**src/rtl/branch_pkg.sv**
```systemverilog
// Shared types and helpers for the VLIW front-end fetch sequencer.
package branch_pkg;

  typedef enum logic [1:0] {
    BOOT     = 2'd0,
    REQ      = 2'd1,
    WAIT_RSP = 2'd2,
    HOLD     = 2'd3
  } fetch_state_t;

  localparam int BUNDLE_BYTES_DEFAULT = 16;

  // Clears the low log2(bytes) bits; bytes must be a power of two.
  function automatic logic [31:0] pc_align(input logic [31:0] addr, input int unsigned bytes);
    logic [31:0] mask;
    mask = 32'(bytes) - 32'd1;
    return addr & ~mask;
  endfunction

endpackage

```
**src/rtl/branch_fetch_buf.sv**
```systemverilog
// One-entry holding register for the bundle presented to decode.
// Load wins over clear; with neither asserted the contents are held.
module branch_fetch_buf #(
  parameter int W = 128
) (
  input  logic          clk,
  input  logic          rst_n,
  input  logic          i_load,
  input  logic          i_clear,
  input  logic [W-1:0]  i_data,
  input  logic [31:0]   i_pc,
  output logic          o_valid,
  output logic [W-1:0]  o_data,
  output logic [31:0]   o_pc
);

  logic          r_valid;
  logic [W-1:0]  r_data;
  logic [31:0]   r_pc;

  always_ff @(posedge clk or negedge rst_n) begin
    if (!rst_n) begin
      r_valid <= 1'b0;
      r_data  <= '0;
      r_pc    <= '0;
    end else if (i_load) begin
      r_valid <= 1'b1;
      r_data  <= i_data;
      r_pc    <= i_pc;
    end else if (i_clear) begin
      r_valid <= 1'b0;
    end
  end

  assign o_valid = r_valid;
  assign o_data  = r_data;
  assign o_pc    = r_pc;

endmodule

```
**src/rtl/branch_fetch_ctrl.sv**
```systemverilog
// Fetch sequencer: one outstanding imem request, bundle to decode after imem latency + 1, redirect/squash on taken branch.
// Optional BRANCH_FETCH_ALIGN_CHK_EN flags misaligned redirect targets on a sticky align_fault.
module branch_fetch_ctrl
  import branch_pkg::*;
#(
  parameter logic [31:0] RESET_PC     = 32'h0000_0000,
  parameter int          BUNDLE_BYTES = BUNDLE_BYTES_DEFAULT
) (
  input  logic                      clk,
  input  logic                      rst_n,
  input  logic                      stall,
  input  logic                      branch_taken,
  input  logic [31:0]               new_pc,
  output logic                      imem_req_valid,
  output logic [31:0]               imem_req_addr,
  input  logic                      imem_req_ready,
  input  logic                      imem_rsp_valid,
  input  logic [BUNDLE_BYTES*8-1:0] imem_rsp_data,
  output logic                      bundle_valid,
  output logic [BUNDLE_BYTES*8-1:0] bundle,
  output logic [31:0]               bundle_pc,
  output logic                      squash,
  output logic                      align_fault
);

  localparam logic [1:0]  ST_BOOT = BOOT;
  localparam logic [1:0]  ST_REQ  = REQ;
  localparam logic [1:0]  ST_WAIT = WAIT_RSP;
  localparam logic [1:0]  ST_HOLD = HOLD;
  localparam logic [31:0] LP_STEP = 32'(BUNDLE_BYTES);
  localparam logic [31:0] LP_MASK = LP_STEP - 32'd1;

  logic [1:0]  r_state;
  logic [31:0] r_pc;
  logic        r_drop;

  logic [1:0]  w_state_nxt;
  logic [31:0] w_pc_nxt;
  logic        w_drop_nxt;
  logic        w_redirect;
  logic [31:0] w_target;
  logic        w_capture;

  // A stalled branch is re-presented by the branch pipe, so only act on it once stall drops.
  assign w_redirect = branch_taken & ~stall;
  assign w_target   = pc_align(new_pc, BUNDLE_BYTES);
  assign w_capture  = (r_state == ST_WAIT) & imem_rsp_valid & ~r_drop & ~w_redirect;

  assign squash         = w_redirect;
  assign imem_req_valid = (r_state == ST_REQ);
  assign imem_req_addr  = r_pc;

  always_comb begin
    w_state_nxt = r_state;
    w_pc_nxt    = r_pc;
    w_drop_nxt  = r_drop;
    case (r_state)
      ST_BOOT: w_state_nxt = ST_REQ;
      ST_REQ: begin
        if (imem_req_ready) begin
          w_state_nxt = ST_WAIT;
          w_pc_nxt    = r_pc + LP_STEP;
          w_drop_nxt  = w_redirect;
        end
      end
      ST_WAIT: begin
        if (imem_rsp_valid) begin
          w_drop_nxt  = 1'b0;
          w_state_nxt = (w_capture && stall) ? ST_HOLD : ST_REQ;
        end else if (w_redirect) begin
          w_drop_nxt = 1'b1;
        end
      end
      ST_HOLD: begin
        if (!stall) w_state_nxt = ST_REQ;
      end
      default: w_state_nxt = ST_BOOT;
    endcase
    if (w_redirect) w_pc_nxt = w_target;
  end

  always_ff @(posedge clk or negedge rst_n) begin
    if (!rst_n) begin
      r_state <= ST_BOOT;
      r_pc    <= RESET_PC;
      r_drop  <= 1'b0;
    end else begin
      r_state <= w_state_nxt;
      r_pc    <= w_pc_nxt;
      r_drop  <= w_drop_nxt;
    end
  end

  // r_pc already points past the captured bundle, hence the step back.
  branch_fetch_buf #(
    .W (BUNDLE_BYTES*8)
  ) u_buf (
    .clk     (clk),
    .rst_n   (rst_n),
    .i_load  (w_capture),
    .i_clear (~stall),
    .i_data  (imem_rsp_data),
    .i_pc    (r_pc - LP_STEP),
    .o_valid (bundle_valid),
    .o_data  (bundle),
    .o_pc    (bundle_pc)
  );

`ifdef BRANCH_FETCH_ALIGN_CHK_EN
  logic r_align_fault;

  always_ff @(posedge clk or negedge rst_n) begin
    if (!rst_n) begin
      r_align_fault <= 1'b0;
    end else if (w_redirect && ((new_pc & LP_MASK) != 32'd0)) begin
      r_align_fault <= 1'b1;
    end
  end

  assign align_fault = r_align_fault;
`else
  assign align_fault = 1'b0;
`endif

endmodule

```
**config.mk**
```make
export PLATFORM = sky130hd
export DESIGN_NAME = branch_fetch_ctrl
export DESIGN_NICKNAME = d
export VERILOG_FILES = /design/src/rtl/branch_pkg.sv /design/src/rtl/branch_fetch_buf.sv /design/src/rtl/branch_fetch_ctrl.sv
export SDC_FILE = /design/constraint.sdc
export NUM_CORES = 1
export LEC_CHECK = 0
export BUFFER_PORTS_ARGS = -buffer_cell sky130_fd_sc_hd__buf_2
export CELL_PAD_IN_SITES_DETAIL_PLACEMENT = 0
export CELL_PAD_IN_SITES_GLOBAL_PLACEMENT = 2
export CORE_ASPECT_RATIO = 1.25
export CORE_MARGIN = 2
export CORE_UTILIZATION = 29
export CTS_BUF_LIST = sky130_fd_sc_hd__clkbuf_8
export DETAILED_ROUTE_END_ITERATION = 12
export PLACE_DENSITY = 0.87
export SLEW_MARGIN = 15
export SYNTH_ARGS = -nofsm -noshare
export SYNTH_HDL_FRONTEND = slang
export SYNTH_SLANG_ARGS = --single-unit
```
**constraint.sdc**
```tcl
create_clock -name clk -period 5.3 [get_ports clk]
set_input_delay 0.53 -clock clk [delete_from_list [all_inputs] [get_ports clk]]
set_output_delay 0.53 -clock clk [all_outputs]
set_load 0.02 [all_outputs]
```
==> flow_metrics.py <==
metrics = {
    "clock_network": {
        "clk_latency_ns": 0.47,
        "cts_hold_buf": 0,
        "cts-resized-gates": 0,
        "htreeDepth": 4,
        "root_buffer": "clkbuf_8",
        "postCtsSetupBuffers": 0,
        "cts_inserted_buffers": 17,
        "cts_buffer_depth": 2,
        "numClockSinks": 188,
        "path_clk_slew_ns": 0.09,
        "cts_tree": "done",
    },
    "floorplan": {
        "core_area_mm2": 0.0284,
        "fp.dieArea_mm2": 0.0302,
        "die_w_um": 156,
        "dieHeight_um": 194,
        "num_rows": 69,
        "initial_core_util": 0.294,
        "num_io_pins": 362,
    },
    "sta": {
        "max_freq_ghz": 0.378,
        "worst_pin_slew_ns": 0.889,
        "clock_skew_ns": 0.00897,
        "holdWs_ns": 0.166,
        "hold_violations": 0,
        "finalSetupViolCount": 0,
        "finalCriticalPeriod_ns": 2.65,
        "rsz0062_at_grt": "false",
        "slew_headroom": 0.407,
        "slew_violations": 0,
        "min_period_over_period": 0.499,
        "fin_tns_setup_ns": 0,
    },
    "setup_path": {
        "arrival_ns": 3.04,
        "required_ns": 5.69,
        "worstSetupStartpointType": "flop",
        "critPathKind": "reg2reg",
        "cp_max_fo": 16,
        "cp-end-kind": "flop",
    },
    "yosys": {
        "async_flop_share": 1.00,
        "yosys_warnings": 0,
        "synth_area_leaders": "dfrtp_1 (56%), nand2_1 (20%), o21ai_0 (2.2%)",
        "post_synth_instance_area_mm2": 0.00835,
        "synth_area_leader_cell": "dfrtp_1",
        "ys_seq_area_frac": 0.563,
        "postSynthAreaPerCell_um2": 8.70,
        "synth_cell_types": 40,
        "syn_inst": 960,
        "synth-seq-cells": 188,
        "ys.flop_type": "dfrtp_1",
        "synth_edf_count": 0,
        "synth_top_area_frac": 0.563,
    },
    "final_layout": {
        "nNetsFinal": 1444,
        "stdcell_count": 1638,
        "final_common_cell": "nand2_1",
        "final_cell_mix": "nand2_1 (435), buf_2 (347), dfrtp_1 (188), o21ai_0 (37), nor2_1 (32)",
        "area_growth_pct": 27.8,
        "drive_gt1_frac": 0.311,
        "final_area_mm2": 0.0107,
    },
    "worst_hold_path": {
        "holdCritPathClass": "in2async",
    },
    "placement": {
        "dpl.cell_count": 1608,
        "dp_hpwl_mm": 18.9,
        "port_buffers": 348,
        "globalplace.congestion": 0.810,
        "placed_area_mm2": 0.0103,
    },
    "routing": {
        "avgRoutedWirePerCell_um": 15.8,
        "drtAntennaViolNets": 0,
        "vias": 7383,
        "wirelength_mm": 25.9,
        "drt_first_pass_iters": 5,
        "drc": 0,
        "drt_iter0_drc": 371,
        "viasPerCell": 4.51,
    },
    "power_and_ir_drop": {
        "power.density_mw_per_mm2": 525,
        "total_power_w": 0.00561,
        "max-vdd-ir-drop_mv": 0.180,
        "power.leakage_nw": 5.69,
    },
    "job": {
        "drv_cap": 0,
    },
    "global_routing": {
        "grt_max_degree": 106,
        "grt_antenna_before_repair": 1,
        "grt.total_usage": 0.171,
        "grt_pass1_wl_mm": 40.2,
        "grt_overflow_total": 0,
        "grt_pass1_vias": 6962,
    },
    "run_status": {
        "status": "finished clean",
    },
}
==> path summary, 6_finish.rpt <==
kind                                        startpoint                             to  slack [ns]  cells after the start
hold / removal                                   rst_n     u_buf.o_pc[17]$_DFFE_PN0P_        0.17                      1
hold reg to reg            u_buf.o_data[4]$_DFFE_PN0P_    u_buf.o_data[4]$_DFFE_PN0P_        0.47                      2
max in group asynchronous                        rst_n  u_buf.o_data[120]$_DFFE_PN0P_        3.95                      2
setup / recovery                r_state[1]$_DFFE_PN0P_  imem_req_addr[30]$_DFFE_PN0P_        2.65                      6
min in group clk                     imem_rsp_data[50]   u_buf.o_data[50]$_DFFE_PN0P_        0.24                      3
setup reg to reg                r_state[1]$_DFFE_PN0P_  imem_req_addr[30]$_DFFE_PN0P_        2.65                      6
==> cell families (layout without fill, tap and decap cells) <==
kind of cell	after synthesis	after routing	share of synthesized area
and+or+nand+nor	577	577	0.297
buffers and inverters	80	394	0.0448
muxes	1	1	0.00120
other	1	10	0.000449
AOI/OAI and AO/OA	87	87	0.0629
DFF	188	188	0.563
adders and majority gates	6	6	0.00899
xor gates and xnor gates	20	20	0.0210
==> state kept, by name, indices dropped and copies added, names as in the netlist <==
register,count
imem_req_addr,28
u_buf.o_valid,1
r_drop,1
u_buf.o_data,128
u_buf.o_pc,28
r_state,2
==> cell type report <==
cell class / count / area (um2)
Tap cell: 355 / 444
Timing Repair Buffer: 355 / 1830
Clock buffer: 19 / 262
Sequential cell: 188 / 4700
Inverter: 10 / 37.5
Clock inverter: 10 / 78.8
Antenna cell: 1 / 2.50
Multi-Input combinational cell: 700 / 3320
Fill cell: 3027 / 17700
==> stage by stage <==
step	setup slack, ns	util
after floorplan	2.98	-
after global placement	2.52	0.364
after detailed placement	2.51	0.364
after CTS	2.63	0.376
after global routing	2.44	0.376
final	2.65	0.376
==> per-layer routing <==
| layer | track usage | wire, um | vias to the layer above |
|---|---|---|---|
| met5 | 0 | 0 | - |
| met4 | 0.0550 | 531 | 0 |
| met3 | 0.0369 | 1310 | 26 |
| met2 | 0.298 | 13200 | 212 |
| met1 | 0.210 | 10800 | 3413 |
| li1 | - | - | 3732 |
==> report_power, final <==
group / internal, W / switching [W]
clock: 0.000382 / 0.000507
sequential: 0.00201 / 0.000362
combinational: 0.000762 / 0.00159
total: 0.00315 / 0.00246
==> synth_stat cells, types with 11 or more instances <==
| cell | number |
|---|---|
| nor2_1 | 33 |
| or3_1 | 20 |
| o21ai_0 | 37 |
| buf_4 | 11 |
| buf_2 | 19 |
| clkbuf_1 | 38 |
| nand3_1 | 21 |
| dfrtp_1 | 188 |
| xnor2_1 | 13 |
| or4_1 | 22 |
| a31oi_1 | 22 |
| nand2_1 | 435 |
| o31ai_1 | 11 |
==> critical path, stage by stage, from the launching register on <==
cell     delay (ns)
dfrtp_1        0.42
inv_1          0.09
ha_1           0.30
nand3_1        0.36
or4_4          0.69
or4_1          0.53
a31oi_1        0.17
No activity file was read; power rests on OpenSTA's default activity.
